$ cat src/rtl/change_dispenser.sv
// Change dispenser: pays back a nickel-unit amount one coin at a time,
// largest coin first, over a req/ack handshake with the coin ejector.
//
// Ports: clk, rst (sync, active-high); start/amount from vend control;
// q_empty/d_empty/n_empty tube status; eject_ack from ejector;
// eject_q/eject_d/eject_n coin requests; busy, done, short, remaining,
// fault status back to vend control.
// Optional macro CHG_TIMEOUT_EN adds an ack timeout of TMO cycles.
module change_dispenser #(
  parameter int         n   = 6,
  parameter logic [7:0] TMO = 8'd255
) (
  input  logic         clk,
  input  logic         rst,
  input  logic         start,
  input  logic [n-1:0] amount,
  input  logic         q_empty,
  input  logic         d_empty,
  input  logic         n_empty,
  input  logic         eject_ack,
  output logic         eject_q,
  output logic         eject_d,
  output logic         eject_n,
  output logic         busy,
  output logic         done,
  output logic         short,
  output logic [n-1:0] remaining,
  output logic         fault
);

  typedef enum logic [2:0] {
    IDLE,
    SELECT,
    EJECT,
    RELEASE,
    FINISH
  } state_t;

  state_t       state, state_nx;
  logic [n-1:0] rem_nx;
  logic [n-1:0] coin;
  logic         q_nx, d_nx, n_nx;
  logic         short_nx;

`ifdef CHG_TIMEOUT_EN
  logic [7:0] cnt, cnt_nx;
  logic       fault_nx;
`else
  logic [7:0] unused_tmo;
  assign unused_tmo = TMO;
  assign fault      = 1'b0;
`endif

  // Value of the coin currently being requested.
  always_comb begin
    coin = n'(1);
    if (eject_q)      coin = n'(5);
    else if (eject_d) coin = n'(2);
  end

  always_comb begin
    state_nx = state;
    rem_nx   = remaining;
    q_nx     = eject_q;
    d_nx     = eject_d;
    n_nx     = eject_n;
    short_nx = short;
`ifdef CHG_TIMEOUT_EN
    cnt_nx   = cnt;
    fault_nx = fault;
`endif
    unique case (state)
      IDLE: begin
        if (start) begin
          rem_nx   = amount;
          short_nx = 1'b0;
`ifdef CHG_TIMEOUT_EN
          fault_nx = 1'b0;
`endif
          state_nx = SELECT;
        end
      end
      SELECT: begin
`ifdef CHG_TIMEOUT_EN
        cnt_nx = 8'd0;
`endif
        if (remaining == '0) begin
          state_nx = FINISH;
        end else if (remaining >= n'(5) && !q_empty) begin
          q_nx     = 1'b1;
          state_nx = EJECT;
        end else if (remaining >= n'(2) && !d_empty) begin
          d_nx     = 1'b1;
          state_nx = EJECT;
        end else if (!n_empty) begin
          n_nx     = 1'b1;
          state_nx = EJECT;
        end else begin
          short_nx = 1'b1;
          state_nx = FINISH;
        end
      end
      EJECT: begin
        if (eject_ack) begin
          q_nx     = 1'b0;
          d_nx     = 1'b0;
          n_nx     = 1'b0;
          rem_nx   = remaining - coin;
          state_nx = RELEASE;
`ifdef CHG_TIMEOUT_EN
        end else if (cnt == TMO - 8'd1) begin
          // Ejector never answered: give up, amount stays owed.
          q_nx     = 1'b0;
          d_nx     = 1'b0;
          n_nx     = 1'b0;
          short_nx = 1'b1;
          fault_nx = 1'b1;
          state_nx = FINISH;
        end else begin
          cnt_nx = cnt + 8'd1;
`endif
        end
      end
      RELEASE: begin
        // Next request only after the previous ack has dropped.
        if (!eject_ack) state_nx = SELECT;
      end
      FINISH: begin
        state_nx = IDLE;
      end
      default: begin
        state_nx = IDLE;
      end
    endcase
  end

  always_ff @(posedge clk) begin
    if (rst) begin
      state     <= IDLE;
      eject_q   <= 1'b0;
      eject_d   <= 1'b0;
      eject_n   <= 1'b0;
      busy      <= 1'b0;
      done      <= 1'b0;
      short     <= 1'b0;
      remaining <= '0;
`ifdef CHG_TIMEOUT_EN
      cnt       <= 8'd0;
      fault     <= 1'b0;
`endif
    end else begin
      state     <= state_nx;
      eject_q   <= q_nx;
      eject_d   <= d_nx;
      eject_n   <= n_nx;
      busy      <= (state_nx != IDLE);
      done      <= (state_nx == FINISH);
      short     <= short_nx;
      remaining <= rem_nx;
`ifdef CHG_TIMEOUT_EN
      cnt       <= cnt_nx;
      fault     <= fault_nx;
`endif
    end
  end

endmodule

$ cat config.mk
export PLATFORM = sky130hd
export DESIGN_NAME = change_dispenser
export DESIGN_NICKNAME = d
export VERILOG_FILES = /design/src/rtl/change_dispenser.sv
export SDC_FILE = /design/constraint.sdc
export NUM_CORES = 1
export LEC_CHECK = 0
export ABC_AREA = 1
export CORE_MARGIN = 1.5
export CORE_UTILIZATION = 33
export CTS_BUF_LIST = sky130_fd_sc_hd__clkbuf_8
export DETAILED_ROUTE_END_ITERATION = 6
export DONT_BUFFER_PORTS = 1
export SLEW_MARGIN = 25
export SYNTH_ARGS = -nofsm -noshare
export SYNTH_HDL_FRONTEND = slang
export SYNTH_SLANG_ARGS = --single-unit
$ cat constraint.sdc
create_clock -name clk -period 1.7 [get_ports clk]
set_clock_uncertainty 0.1 [all_clocks]
set_input_delay 0.34 -clock clk [delete_from_list [all_inputs] [get_ports clk]]
set_output_delay 0.34 -clock clk [all_outputs]
set_load 0.01 [all_outputs]
==> impl_metrics.json <==
{
  "status": "finished clean",
  "clockBufferDepth": 2,
  "wl_per_cell_um": 12.0,
  "grt_usage_pct": 15.1,
  "chipHeight_um": 55.5,
  "worstHoldPathType": "input port to flop",
  "setup_slack_ns": 0.0299,
  "pwr-share-seq_pct": 37.1,
  "p_leak_nw": 0.529,
  "ys_ff_latch": 15,
  "firstDrtPassIters": 4,
  "fin_nets": 172,
  "boundaryPins": 26,
  "crit_required_ns": 1.78,
  "fin_crit_sh_pct": 98.2,
  "htreeDepth": 1,
  "p_sw_mw": 0.469,
  "drive_above_1_share_pct": 18.8,
  "rsz0062_at_grt": "yes",
  "synthFlopType": "dfxtp_1",
  "synth_area_leaders": "dfxtp_1 33%, nand2_1 14%, inv_1 8.3%, nor2_1 8.3%, a21oi_1 7.7%",
  "synth.most_common_cell": "nand2_1",
  "antenna_found_initial": 0,
  "total_power_mw": 1.21,
  "yosysSeqAreaShare_pct": 33.1,
  "vias": 926,
  "crit_path_start_kind": "flop",
  "diodes": 0,
  "syn_area_um2": 908,
  "p_int_mw": 0.746,
  "synth.avg_cell_area_um2": 6.35,
  "vdd_ir_drop_max_uv": 461,
  "fmax_mhz": 599,
  "place_hpwl_um": 1790,
  "holdWs_ns": 0.0524,
  "grt_pass1_vias": 873,
  "die_area_um2": 3080,
  "ys_async_sr_fraction_pct": 0,
  "ant_nets": 0,
  "clockRootBuffer": "clkbuf_8",
  "hold_violations": 0,
  "path_class": "flop to flop",
  "synth_top_area_share_pct": 33.1,
  "syn_to_final_growth_pct": 20.2,
  "initial_utilization_pct": 35.7,
  "tritoncts": "built",
  "end_kind": "flop",
  "avgViaCountPerCell": 5.03,
  "power_density_nw_per_um2": 1110,
  "setup_viol": 0,
  "grt_pass1_wl_um": 3730,
  "pwr-share-clk_pct": 23.0,
  "synth_edf_count": 0,
  "synth_cell_type_count": 16,
  "place_ws_ns": -0.103,
  "min_period_ns": 1.67,
  "comb_power_share_pct": 39.9,
  "syn_nets": 160,
  "grt-ovfl-total": 0,
  "clk_pin_slew_ns": 0.06,
  "crit_arrival_ns": 1.75,
  "clock-sinks": 15,
  "gp_congestion": 0.844,
  "postCtsSetupBuffers": 0,
  "core_area_um2": 2540,
  "synth_common_cells": "33 x nand2_1, 20 x inv_1, 20 x nor2_1",
  "rows": 18,
  "io_buffer_count": 0,
  "die_w_um": 55.5,
  "wl_um": 2220,
  "cts-buffers-inserted": 3,
  "drt-initial-drc-count": 40,
  "slew_viol_final": 0,
  "route.detailed.drc": 0,
  "hold_buffers": 0,
  "yosysWarnings": 0,
  "sw_frac_of_total_pct": 38.6,
  "yosys.area.top_type": "dfxtp_1",
  "grt_max_degree": 11,
  "syn_inst": 143,
  "critical_path_peak_fanout": 3,
  "clock_latency_ns": 0.25,
  "cap_viol_max_count": 0
}
## registers in the layout (all words and copies together) (netlist names)
name / cells
eject_q: 1
busy: 1
eject_d: 1
done: 1
remaining: 6
short: 1
state: 3
eject_n: 1
## kinds of logic after synthesis
| logic type | after synthesis | synth area share (%) |
|---|---|---|
| simple gates | 73 | 34.8 |
| compound gates | 28 | 15.8 |
| buf+inv | 22 | 9.50 |
| flops | 15 | 33.1 |
| fa+ha+maj | 4 | 6.34 |
| other cells | 1 | 0.413 |
## power by group through the flow
stage / sequential (mW) / combinational, mW / clock, mW
floorplan: 0.468 / 0.304 / 0
global placement: 0.456 / 0.430 / 0
detailed placement: 0.456 / 0.437 / 0
CTS: 0.450 / 0.452 / 0.290
global route: 0.457 / 0.553 / 0.303
finish: 0.450 / 0.485 / 0.280
## layout make-up
type | instances | area, µm²
fill | 283 | 1450
multi-input combinational | 106 | 566
sequential | 15 | 302
inverter | 20 | 75.1
timing repair buffer | 9 | 67.6
clock buffer | 3 | 41.3
tap | 30 | 37.5
clock inverter | 1 | 3.75
## path summary, 6_finish.rpt
kind                                           start                        end  slack, ns  cells past startpoint
worst max-delay path            eject_q$_SDFFE_PP0P_  remaining[4]$_SDFFE_PP0P_       0.03                     11
worst min-delay path                             rst  remaining[4]$_SDFFE_PP0P_       0.05                      1
worst max register to register  eject_q$_SDFFE_PP0P_  remaining[4]$_SDFFE_PP0P_       0.03                     11
worst min register to register    short$_SDFFE_PP0P_         short$_SDFFE_PP0P_       0.43                      2
## per-stage QoR
step | util [%] | setup TNS, ns | area, µm² | instances
2_1_floorplan | - | 0 | 908 | 143
3_3_place_gp | 39.4 | -0.0298 | 1000 | 180
3_5_place_dp | 39.4 | -0.209 | 1000 | 180
4_1_cts | 41.9 | 0 | 1070 | 184
5_1_grt | 42.9 | -0.147 | 1090 | 184
6_report | 42.9 | 0 | 1090 | 184
## critical path: stages, from the launching register on
cell and delay (ns):
dfxtp_2 0.32, inv_2 0.08, nand2_4 0.06, ha_4 0.16, fa_2 0.33, inv_2 0.06, nand2_2 0.05, nand2_2 0.07
a21oi_1 0.05, o21ai_1 0.10, nand3_1 0.09, a21oi_2 0.11
## placed cells by master (no fill, tap or decap)
cell / instances
a21oi_2: 3
nand4_1: 2
nand2_2: 2
conb_1: 1
ha_4: 1
o21ai_2: 1
o21ai_0: 9
dfxtp_1: 14
nand3_2: 1
clkbuf_8: 3
ha_1: 2
o21ai_1: 4
buf_4: 9
nand2_1: 30
or2_2: 3
fa_2: 1
inv_2: 2
a21oi_1: 11
nand2_4: 1
dfxtp_2: 1
inv_1: 19
nor3_4: 1
nor2_1: 20
nand3_1: 13
## routing by layer
| layer | up-vias | global-route usage [%] | routed length (µm) | share of wire, % |
|---|---|---|---|---|
| met3 | 4 | 4.68 | 150 | 6.8 |
| met2 | 27 | 23.3 | 1010 | 46 |
| met1 | 419 | 19.5 | 1030 | 46 |
| met4 | 0 | 5.92 | 21 | 0.95 |
| met5 | - | 0 | 0 | 0 |
| li1 | 476 | - | - | - |
## timing repair
item                       CTS  global route
hold endpoints to repair     0             0
gates resized for setup      7            11
pin swaps                    0             3
setup endpoints to repair    4             5
No activity file was read; power rests on OpenSTA's default activity.
